<file path="src/rtl/hazard_scoreboard_if.sv">
// Decode/issue and completion bus between the pipeline and hazard_scoreboard.
// The pipeline side drives the ID instruction, flush and long-latency
// completions; the scoreboard returns stall/issue and its tracking state.
interface hazard_scoreboard_if #(
  parameter int unsigned NUM_REGS        = 32,
  parameter int unsigned MAX_OUTSTANDING = 4
);
  localparam int unsigned CNT_W  = $clog2(MAX_OUTSTANDING + 1);
  localparam int unsigned ADDR_W = 5;

  logic                id_valid;
  logic [ADDR_W-1:0]   id_rs1_addr;
  logic [ADDR_W-1:0]   id_rs2_addr;
  logic                id_uses_rs1;
  logic                id_uses_rs2;
  logic [ADDR_W-1:0]   id_rd_addr;
  logic                id_reg_write;
  logic                id_is_load;
  logic                id_long_lat;
  logic                flush;
  logic                lat_done_valid;
  logic [ADDR_W-1:0]   lat_done_rd;
  logic                stall;
  logic                issue_fire;
  logic [NUM_REGS-1:0] pending_mask;
  logic [CNT_W-1:0]    outstanding;
  logic                sb_err;

  modport master (
    output id_valid, id_rs1_addr, id_rs2_addr, id_uses_rs1, id_uses_rs2,
           id_rd_addr, id_reg_write, id_is_load, id_long_lat, flush,
           lat_done_valid, lat_done_rd,
    input  stall, issue_fire, pending_mask, outstanding, sb_err
  );

  modport slave (
    input  id_valid, id_rs1_addr, id_rs2_addr, id_uses_rs1, id_uses_rs2,
           id_rd_addr, id_reg_write, id_is_load, id_long_lat, flush,
           lat_done_valid, lat_done_rd,
    output stall, issue_fire, pending_mask, outstanding, sb_err
  );
endinterface

</file>
<file path="src/rtl/hazard_scoreboard.sv">
// Hazard scoreboard: stalls the ID instruction while an operand or its
// destination is still owed by a load in EX or by the long-latency unit.
// Optional protocol checker enabled by defining HAZARD_SB_CHECK_EN; when it
// is undefined sb_err is tied low and no checking logic exists.
module hazard_scoreboard #(
  parameter int unsigned NUM_REGS        = 32,
  parameter int unsigned MAX_OUTSTANDING = 4
) (
  input logic                clk,
  input logic                rst,
  hazard_scoreboard_if.slave bus
);
  localparam int unsigned CNT_W  = $clog2(MAX_OUTSTANDING + 1);
  localparam int unsigned ADDR_W = 5;

  logic                ex_load_valid;
  logic [ADDR_W-1:0]   ex_load_rd;
  logic [NUM_REGS-1:0] pending_mask;
  logic [NUM_REGS-1:0] pending_next;
  logic [CNT_W-1:0]    outstanding;

  logic rs1_q, rs2_q, rd_q;
  logic load_use, raw, waw, full, cap;
  logic stall_c, fire_c;
  logic inc, dec;

  // Operand qualification and hazard detection on registered state
  always_comb begin
    rs1_q    = bus.id_uses_rs1 && (bus.id_rs1_addr != '0);
    rs2_q    = bus.id_uses_rs2 && (bus.id_rs2_addr != '0);
    rd_q     = bus.id_reg_write && (bus.id_rd_addr != '0);
    load_use = ex_load_valid &&
               ((rs1_q && (bus.id_rs1_addr == ex_load_rd)) ||
                (rs2_q && (bus.id_rs2_addr == ex_load_rd)));
    raw      = (rs1_q && pending_mask[bus.id_rs1_addr]) ||
               (rs2_q && pending_mask[bus.id_rs2_addr]);
    waw      = rd_q && pending_mask[bus.id_rd_addr];
    full     = (outstanding == CNT_W'(MAX_OUTSTANDING));
    // Conservative: a completion this cycle does not free a slot for issue
    cap      = bus.id_long_lat && full;
    stall_c  = !rst && bus.id_valid && (load_use || raw || waw || cap);
    fire_c   = bus.id_valid && !stall_c && !bus.flush && !rst;
    inc      = fire_c && bus.id_long_lat;
    dec      = bus.lat_done_valid;
  end

  // Load in EX: its result becomes forwardable one cycle later from MEM
  always_ff @(posedge clk) begin
    if (rst) begin
      ex_load_valid <= 1'b0;
      ex_load_rd    <= '0;
    end else begin
      ex_load_valid <= fire_c && bus.id_is_load && rd_q;
      ex_load_rd    <= bus.id_rd_addr;
    end
  end

  // Pending bits: clear on completion first so a same-cycle new issue wins
  always_comb begin
    pending_next = pending_mask;
    if (bus.lat_done_valid && (bus.lat_done_rd != '0)) begin
      pending_next[bus.lat_done_rd] = 1'b0;
    end
    if (fire_c && bus.id_long_lat && rd_q) begin
      pending_next[bus.id_rd_addr] = 1'b1;
    end
  end

  // Pending-mask register
  always_ff @(posedge clk) begin
    if (rst) begin
      pending_mask <= '0;
    end else begin
      pending_mask <= pending_next;
    end
  end

  // In-flight long-latency counter, saturating at both ends
  always_ff @(posedge clk) begin
    if (rst) begin
      outstanding <= '0;
    end else if (inc && !dec && !full) begin
      outstanding <= outstanding + CNT_W'(1);
    end else if (dec && !inc && (outstanding != '0)) begin
      outstanding <= outstanding - CNT_W'(1);
    end
  end

`ifdef HAZARD_SB_CHECK_EN
  logic sb_err;
  logic err_c;

  // Protocol violations: unmatched completion, underflow, issue past capacity
  // (the last is masked by the capacity stall and guards against its removal)
  always_comb begin
    err_c = (bus.lat_done_valid && (bus.lat_done_rd != '0) &&
             !pending_mask[bus.lat_done_rd]) ||
            (bus.lat_done_valid && (outstanding == '0)) ||
            (fire_c && bus.id_long_lat && full);
  end

  // Sticky error flag, cleared only by reset
  always_ff @(posedge clk) begin
    if (rst) begin
      sb_err <= 1'b0;
    end else if (err_c) begin
      sb_err <= 1'b1;
    end
  end

`ifdef SIMULATION
  // Report each violation with the completing register and in-flight count
  always_ff @(posedge clk) begin
    if (!rst && err_c) begin
      $display("hazard_scoreboard: protocol error rd=%0d outstanding=%0d",
               bus.lat_done_rd, outstanding);
    end
  end
`endif

  assign bus.sb_err = sb_err;
`else
  assign bus.sb_err = 1'b0;
`endif

  assign bus.stall        = stall_c;
  assign bus.issue_fire   = fire_c;
  assign bus.pending_mask = pending_mask;
  assign bus.outstanding  = outstanding;

endmodule
</file>
<file path="src/flat_wrapper.sv">
// flat-port wrapper written by rule: the top's interface ports become plain ports
module hazard_scoreboard_flat 
#(
  parameter int unsigned NUM_REGS        = 32,
  parameter int unsigned MAX_OUTSTANDING = 4
)
  (clk, rst, bus_id_valid, bus_id_rs1_addr, bus_id_rs2_addr, bus_id_uses_rs1, bus_id_uses_rs2, bus_id_rd_addr, bus_id_reg_write, bus_id_is_load, bus_id_long_lat, bus_flush, bus_lat_done_valid, bus_lat_done_rd, bus_stall, bus_issue_fire, bus_pending_mask, bus_outstanding, bus_sb_err);
  hazard_scoreboard_if #(.NUM_REGS(NUM_REGS), .MAX_OUTSTANDING(MAX_OUTSTANDING)) bus_i ();
  input logic clk;
  input logic rst;
  input wire logic [$bits(bus_i.id_valid)-1:0] bus_id_valid;
  input wire logic [$bits(bus_i.id_rs1_addr)-1:0] bus_id_rs1_addr;
  input wire logic [$bits(bus_i.id_rs2_addr)-1:0] bus_id_rs2_addr;
  input wire logic [$bits(bus_i.id_uses_rs1)-1:0] bus_id_uses_rs1;
  input wire logic [$bits(bus_i.id_uses_rs2)-1:0] bus_id_uses_rs2;
  input wire logic [$bits(bus_i.id_rd_addr)-1:0] bus_id_rd_addr;
  input wire logic [$bits(bus_i.id_reg_write)-1:0] bus_id_reg_write;
  input wire logic [$bits(bus_i.id_is_load)-1:0] bus_id_is_load;
  input wire logic [$bits(bus_i.id_long_lat)-1:0] bus_id_long_lat;
  input wire logic [$bits(bus_i.flush)-1:0] bus_flush;
  input wire logic [$bits(bus_i.lat_done_valid)-1:0] bus_lat_done_valid;
  input wire logic [$bits(bus_i.lat_done_rd)-1:0] bus_lat_done_rd;
  output wire logic [$bits(bus_i.stall)-1:0] bus_stall;
  output wire logic [$bits(bus_i.issue_fire)-1:0] bus_issue_fire;
  output wire logic [$bits(bus_i.pending_mask)-1:0] bus_pending_mask;
  output wire logic [$bits(bus_i.outstanding)-1:0] bus_outstanding;
  output wire logic [$bits(bus_i.sb_err)-1:0] bus_sb_err;
  assign bus_i.id_valid = bus_id_valid;
  assign bus_i.id_rs1_addr = bus_id_rs1_addr;
  assign bus_i.id_rs2_addr = bus_id_rs2_addr;
  assign bus_i.id_uses_rs1 = bus_id_uses_rs1;
  assign bus_i.id_uses_rs2 = bus_id_uses_rs2;
  assign bus_i.id_rd_addr = bus_id_rd_addr;
  assign bus_i.id_reg_write = bus_id_reg_write;
  assign bus_i.id_is_load = bus_id_is_load;
  assign bus_i.id_long_lat = bus_id_long_lat;
  assign bus_i.flush = bus_flush;
  assign bus_i.lat_done_valid = bus_lat_done_valid;
  assign bus_i.lat_done_rd = bus_lat_done_rd;
  assign bus_stall = bus_i.stall;
  assign bus_issue_fire = bus_i.issue_fire;
  assign bus_pending_mask = bus_i.pending_mask;
  assign bus_outstanding = bus_i.outstanding;
  assign bus_sb_err = bus_i.sb_err;
  hazard_scoreboard #(.NUM_REGS(NUM_REGS), .MAX_OUTSTANDING(MAX_OUTSTANDING)) u_core (.clk(clk), .rst(rst), .bus(bus_i));
endmodule
</file>
<file path="config.mk">
export PLATFORM = sky130hd
export DESIGN_NAME = hazard_scoreboard_flat
export DESIGN_NICKNAME = d
export VERILOG_FILES = /design/src/rtl/hazard_scoreboard_if.sv /design/src/rtl/hazard_scoreboard.sv /design/src/flat_wrapper.sv
export SDC_FILE = /design/constraint.sdc
export NUM_CORES = 1
export LEC_CHECK = 0
export BUFFER_PORTS_ARGS = -buffer_cell sky130_fd_sc_hd__buf_2
export CAP_MARGIN = 20
export CORE_UTILIZATION = 55
export CTS_CLUSTER_DIAMETER = 80
export DETAILED_ROUTE_END_ITERATION = 8
export PLACE_DENSITY = 0.8
export SLEW_MARGIN = 20
export SYNTH_ARGS = -nofsm -noshare
export SYNTH_HDL_FRONTEND = slang
export SYNTH_SLANG_ARGS = --single-unit
</file>
<file path="constraint.sdc">
create_clock -name clk -period 4.5 [get_ports clk]
set_clock_uncertainty 0.05 [all_clocks]
set_input_delay 0.675 -clock clk [delete_from_list [all_inputs] [get_ports clk]]
set_output_delay 0.675 -clock clk [all_outputs]
set_load 0.01 [all_outputs]
</file>
# --- Word level (Yosys, flattened, before mapping) ---
# Index checks and enable logic that the tools add are counted.
op_classes:
  n_addsub: 2
  magnitude_cmp: 6
  eq_ne: 3
  n_mux: 14
  bitwise: 3
  n_reduce_logical: 43
ops:
  columns: ["cell", "n"]
  rows:
  - ["$mux W32", 2]
  - ["$and A32 B32 Y32", 1]
  - ["$not A32 Y32", 1]
  - ["$or A32 B32 Y32", 1]
  - ["$logic_and A1 B1 Y1", 26]
  - ["$lt A5 B6 Y1 const B", 4]
  - ["$reduce_bool A5 Y1", 4]
  - ["$bmux W1 S5", 3]
  - ["$demux W1 S5", 2]
  - ["$eq A5 B5 Y1", 2]
  - ["$ge A5 B1 Y1 const B", 2]
  - ["$logic_not A1 Y1", 6]
  - ["$mux W3", 2]
  - ["$logic_or A1 B1 Y1", 5]
  - ["$mux W1", 5]
  - ["$add A3 B1 Y3 const B", 1]
  - ["$eq A3 B3 Y1 const B", 1]
  - ["$reduce_bool A3 Y1", 1]
  - ["$sub A3 B1 Y3 const B", 1]
  - ["$reduce_bool A2 Y1", 1]
word_totals:
  regBits: 41
  out_inout_bits: 38

# --- Depth between registers and ports, before layout ---
depth:
  depth_word: 19
  depth_mapped: 13

# --- Worst setup path after synthesis ---
# Ideal clock, no wire load.
synth_path:
  kind: "input-to-reg"
  startpoint: "in bus_id_rd_addr[0]"
  endpoint: "reg u_core.outstanding[1], in the netlist u_core.bus.outstanding[1]"
  setup_ps: 120
  t_arrival_ps: 3403
  t_required_ps: 4330
  slack_ps: 927
  cell_stages: 11
  path_buffers: 2
  cell_sequence: "clkbuf_1 -> buf_1 -> mux2i_1 -> o22ai_1 -> a32oi_1 -> a41o_1 -> nand4_4 -> or2_2 -> fa_1 -> and3_1 -> o31a_1"
synth_via:
  elab_chain_cells: 15
synth_lines:
  columns: ["element", "line_no", "source"]
  rows:
  - ["start: declaration", "flat_wrapper.sv:16", "input wire logic [$bits(bus_i.id_rd_addr)-1:0] bus_id_rd_addr;"]
  - ["$bmux W1 S5 / $reduce_bool A5 Y1 (equally long branches)", "hazard_scoreboard.sv:37, hazard_scoreboard.sv:31", null]
  - ["$mux W1 (not written as such) / $logic_and A1 B1 Y1 (equally long branches)", "hazard_scoreboard.sv:37, hazard_scoreboard.sv:31", null]
  - ["$logic_and A1 B1 Y1 *", "hazard_scoreboard.sv:37", "waw = rd_q && pending_mask[bus.id_rd_addr];"]
  - ["$logic_or A1 B1 Y1 * (2 in a row)", "hazard_scoreboard.sv:41", "stall_c = !rst && bus.id_valid && (load_use || raw || waw || cap);"]
  - ["$logic_and A1 B1 Y1 *", "hazard_scoreboard.sv:41", null]
  - ["$logic_not A1 Y1 *", "hazard_scoreboard.sv:42", "fire_c = bus.id_valid && !stall_c && !bus.flush && !rst;"]
  - ["$logic_and A1 B1 Y1 * (3 in a row)", "hazard_scoreboard.sv:42", null]
  - ["$logic_and A1 B1 Y1 *", "hazard_scoreboard.sv:43", "inc = fire_c && bus.id_long_lat;"]
  - ["$logic_not A1 Y1", "hazard_scoreboard.sv:84", "end else if (dec && !inc && (outstanding != '0)) begin"]
  - ["$logic_and A1 B1 Y1 (2 in a row)", "hazard_scoreboard.sv:84", null]
  - ["$reduce_bool A2 Y1 (no line)", null, null]
  - ["end signal: assignment", "hazard_scoreboard.sv:83", "outstanding <= outstanding + CNT_W'(1);"]
  - ["end signal: assignment", "hazard_scoreboard.sv:85", "outstanding <= outstanding - CNT_W'(1);"]
  - ["end: declaration", "hazard_scoreboard.sv:20", "logic [CNT_W-1:0] outstanding;"]
# Mark *: on every way between the ends. The rest lies on a longest branch, timed or not. The select of a mux whose other input is x is not followed.
# A chain may end at the register's enable or synchronous reset.

# --- Final worst setup path ---
layout_path:
  startpoint: "in bus_id_rs2_addr[0]"
  endpoint: "reg u_core.outstanding[1], in the netlist u_core.bus.outstanding[1]"
layout_via:
  elab_chain_cells: 18
layout_lines:
  columns: ["element", "line_no", "source"]
  rows:
  - ["start: declaration", "flat_wrapper.sv:13", "input wire logic [$bits(bus_i.id_rs2_addr)-1:0] bus_id_rs2_addr;"]
  - ["branches (longest 5 deep; another with $bmux W1 S5)", null, null]
  - ["$logic_or A1 B1 Y1 * (3 in a row)", "hazard_scoreboard.sv:41", null]
  - ["$logic_and A1 B1 Y1 *", "hazard_scoreboard.sv:41", null]
  - ["$logic_not A1 Y1 *", "hazard_scoreboard.sv:42", null]
  - ["$logic_and A1 B1 Y1 * (3 in a row)", "hazard_scoreboard.sv:42", null]
  - ["$logic_and A1 B1 Y1 *", "hazard_scoreboard.sv:43", null]
  - ["$logic_not A1 Y1", "hazard_scoreboard.sv:84", null]
  - ["$logic_and A1 B1 Y1 (2 in a row)", "hazard_scoreboard.sv:84", null]
  - ["$reduce_bool A2 Y1 (no line)", null, null]
# Mark *: on every way between the ends. The select of a mux whose other input is x is not followed.

==> metrics.cfg <==
[die]
start_util=0.575
io_pins=68
num_rows=27
fp.dieH_um=78.3
die_w_um=78.3
core_um2=5570
dieArea_um2=6140

[logic_synthesis]
async_reset_ff_frac=0
synth_adder_area_share=0.00625
synth_edf_count=0
synth_cell_type_count=57
synth_mux_area_frac=0.210
synth_top_family_by_area=simple AND/OR/NAND/NOR gates
synth.top_cell.area_share=0.256
synth_flop_cell=dfxtp_1
synth_area_leader_cell=dfxtp_1
synth_cells=327
yosysMostFrequentCell=dfxtp_1
ys_top_cells_by_area=dfxtp_1 (26%), mux4_1 (9.0%), mux4_2 (5.6%)
syn-num-nets=358
yosysWarningCount=0
synth.avg_cell_area_um2=9.80
synth-xor-area-share=0.0301
synth_compound_area_frac=0.178
yosys.area_share.simple=0.255
syn-cell-area_um2=3200
synth_common_cells=dfxtp_1 (41), nand2_1 (30), o31ai_1 (24), nand3b_1 (22), o21ai_0 (19)
synth_seq_cells=41
seq_area_frac_synth=0.256

[timing]
max_slew_margin=0.482
report.final.slew_viol_count=0
finalCritPeriodShare=0.787
setup_viol=0
worst_pin_slew_ns=0.777
rsz0062_at_grt=false
fin_ws_ns=0.957
max_freq_ghz=0.282
setup_tns_ns=0
holdWs_ns=0.479
finalCriticalPeriod_ns=3.54
hold_viol_final=0

[power]
ir_drop_v=0.000140
clockPowerShare=0.359
power_frac_comb=0.175
p_leak_nw=1.52
p_switching_uw=223
power_density_nw_per_um2=227
p_int_uw=585
sw_frac_of_total=0.276
power_frac_seq=0.467
power_uw=807

[worst_setup_path]
crit_path_end_kind=register
worstPathArrival_ns=3.68
worstPathCellList=buf_2, mux4_1, mux2_2, or3_1, nand4_1, nand4_4, or2_2, fa_1, and3_1, o31a_1
slowest_delay_ns=0.62
worst-path-max-fanout=10
critPathRequiredTime_ns=4.63
cp-start-kind=primary input
crit_type=primary input to register
cpMaxStageDelayCell=mux4_1

[finish]
final_cell_area_um2=3560
syn2layout_area_growth_pct=11.1
diodes=0
nNetsFinal=408
stdcell_count=449
final_util=0.638
drive_gt1_frac=0.273

[clocking]
clkLatencyLatePin_ns=0.30
cts_root_buf=clkbuf_8
postCtsHoldBufs=0
clock_sinks=41
cts-htree-levels=2
cts_resized=0
cts_tree=done
clockBufferDepth=2
numCtsBuffers=5
clkTransAtPathRegs_ns=0.07
postCtsSetupBuffers=0

[job]
max-cap-violations=0

[status]
status=finished clean

[placed_design]
place_inst=442
dp_slack_ns=0.656
gp_congestion=0.926
post_dp_cell_area_um2=3450
dp_hpwl_mm=6.54
numPortBuffers=66

[global_route]
antenna_found_initial=0
grt_start_max_net_pins=50
overflow=0
grt_pass1_wl_mm=14.0
grt_pass1_vias=2721
grt_usage=0.301

[routing]
dr_total_vias=2981
viasPerCell=6.64
drc=0
ant_nets=0
avgRoutedWirePerCell_um=20.4
drt_iter0_drc=243
wirelength_mm=9.15
dr.pass1.iters=6

[worst_hold_path]
hold_path.class=register to register

[worst max-delay path: cells and delay by family]
family / cells / cell delay, ns
AOI/OAI and AO/OA: 1 / 0.26
adders and majority gates: 1 / 0.45
buffers and inverters: 1 / 0.24
muxes: 2 / 0.90
and+or+nand+nor: 5 / 1.14
[path summary, 6_finish.rpt]
kind / startpoint / to / slack (ns) / cells after the start
max reg2reg: u_core.bus.pending_mask[19] / u_core.bus.outstanding[1] / 1.28 / 9
min reg2reg: u_core.bus.pending_mask[0] / u_core.bus.pending_mask[0] / 0.48 / 1
min: u_core.bus.pending_mask[0] / u_core.bus.pending_mask[0] / 0.48 / 1
max: bus_id_rs2_addr[0] / u_core.bus.outstanding[1] / 0.96 / 10
[power by group through the flow]
stage                     clock network, mW  registers (mW)  logic [mW]
after CTS                             0.293           0.377       0.139
after global placement                    0           0.385       0.135
after detailed placement                  0           0.385       0.138
after global routing                  0.307           0.378       0.151
final                                 0.290           0.377       0.141
after floorplan                           0           0.385       0.100
[placed cells by master, fill, tap and decap left out, types with 4 or more instances in the layout]
master / instances
clkbuf_8: 5
nand2_1: 30
nor2b_1: 17
o41ai_2: 6
dfxtp_1: 41
and2b_1: 6
mux4_2: 8
o31ai_1: 24
buf_2: 66
nand3_1: 7
nor2_1: 7
xor2_1: 5
nand3b_1: 22
o21ai_0: 19
o22ai_1: 4
mux4_1: 11
nand2b_1: 5
mux2i_1: 17
nor3b_1: 6
inv_1: 6
or2_2: 7
xnor2_1: 6
[logic make-up (layout without fill, tap and decap cells)]
logic type      after synthesis  after routing
buf+inv                      30             80
other cells                   1              1
xor+xnor                     11             11
fa+ha+maj                     1              1
flops                        41             41
compound gates               71             71
simple gates                133            133
mux                          39             39
[cell type report]
type | instances | area (µm²)
Clock buffer | 5 | 68.8
Clock inverter | 2 | 35.0
Multi-Input combinational cell | 256 | 2180
Timing Repair Buffer | 67 | 338
Inverter | 6 | 22.5
Fill cell | 481 | 2020
Sequential cell | 41 | 821
Tap cell | 72 | 90.1
[flip-flops by register name (all words and copies together) (netlist names)]
name,cells
u_core.bus.outstanding,3
u_core.bus.pending_mask,32
u_core.ex_load_rd,5
u_core.ex_load_valid,1
[metal layers]
metal | vias up | part of all wire | GRT usage
met1 | 1425 | 0.42 | 0.404
met4 | 0 | 0.017 | 0.102
met5 | - | 0 | 0
met3 | 14 | 0.089 | 0.0488
met2 | 184 | 0.47 | 0.493
li1 | 1358 | - | -
Note: power is estimated with default switching activity, not from simulation.
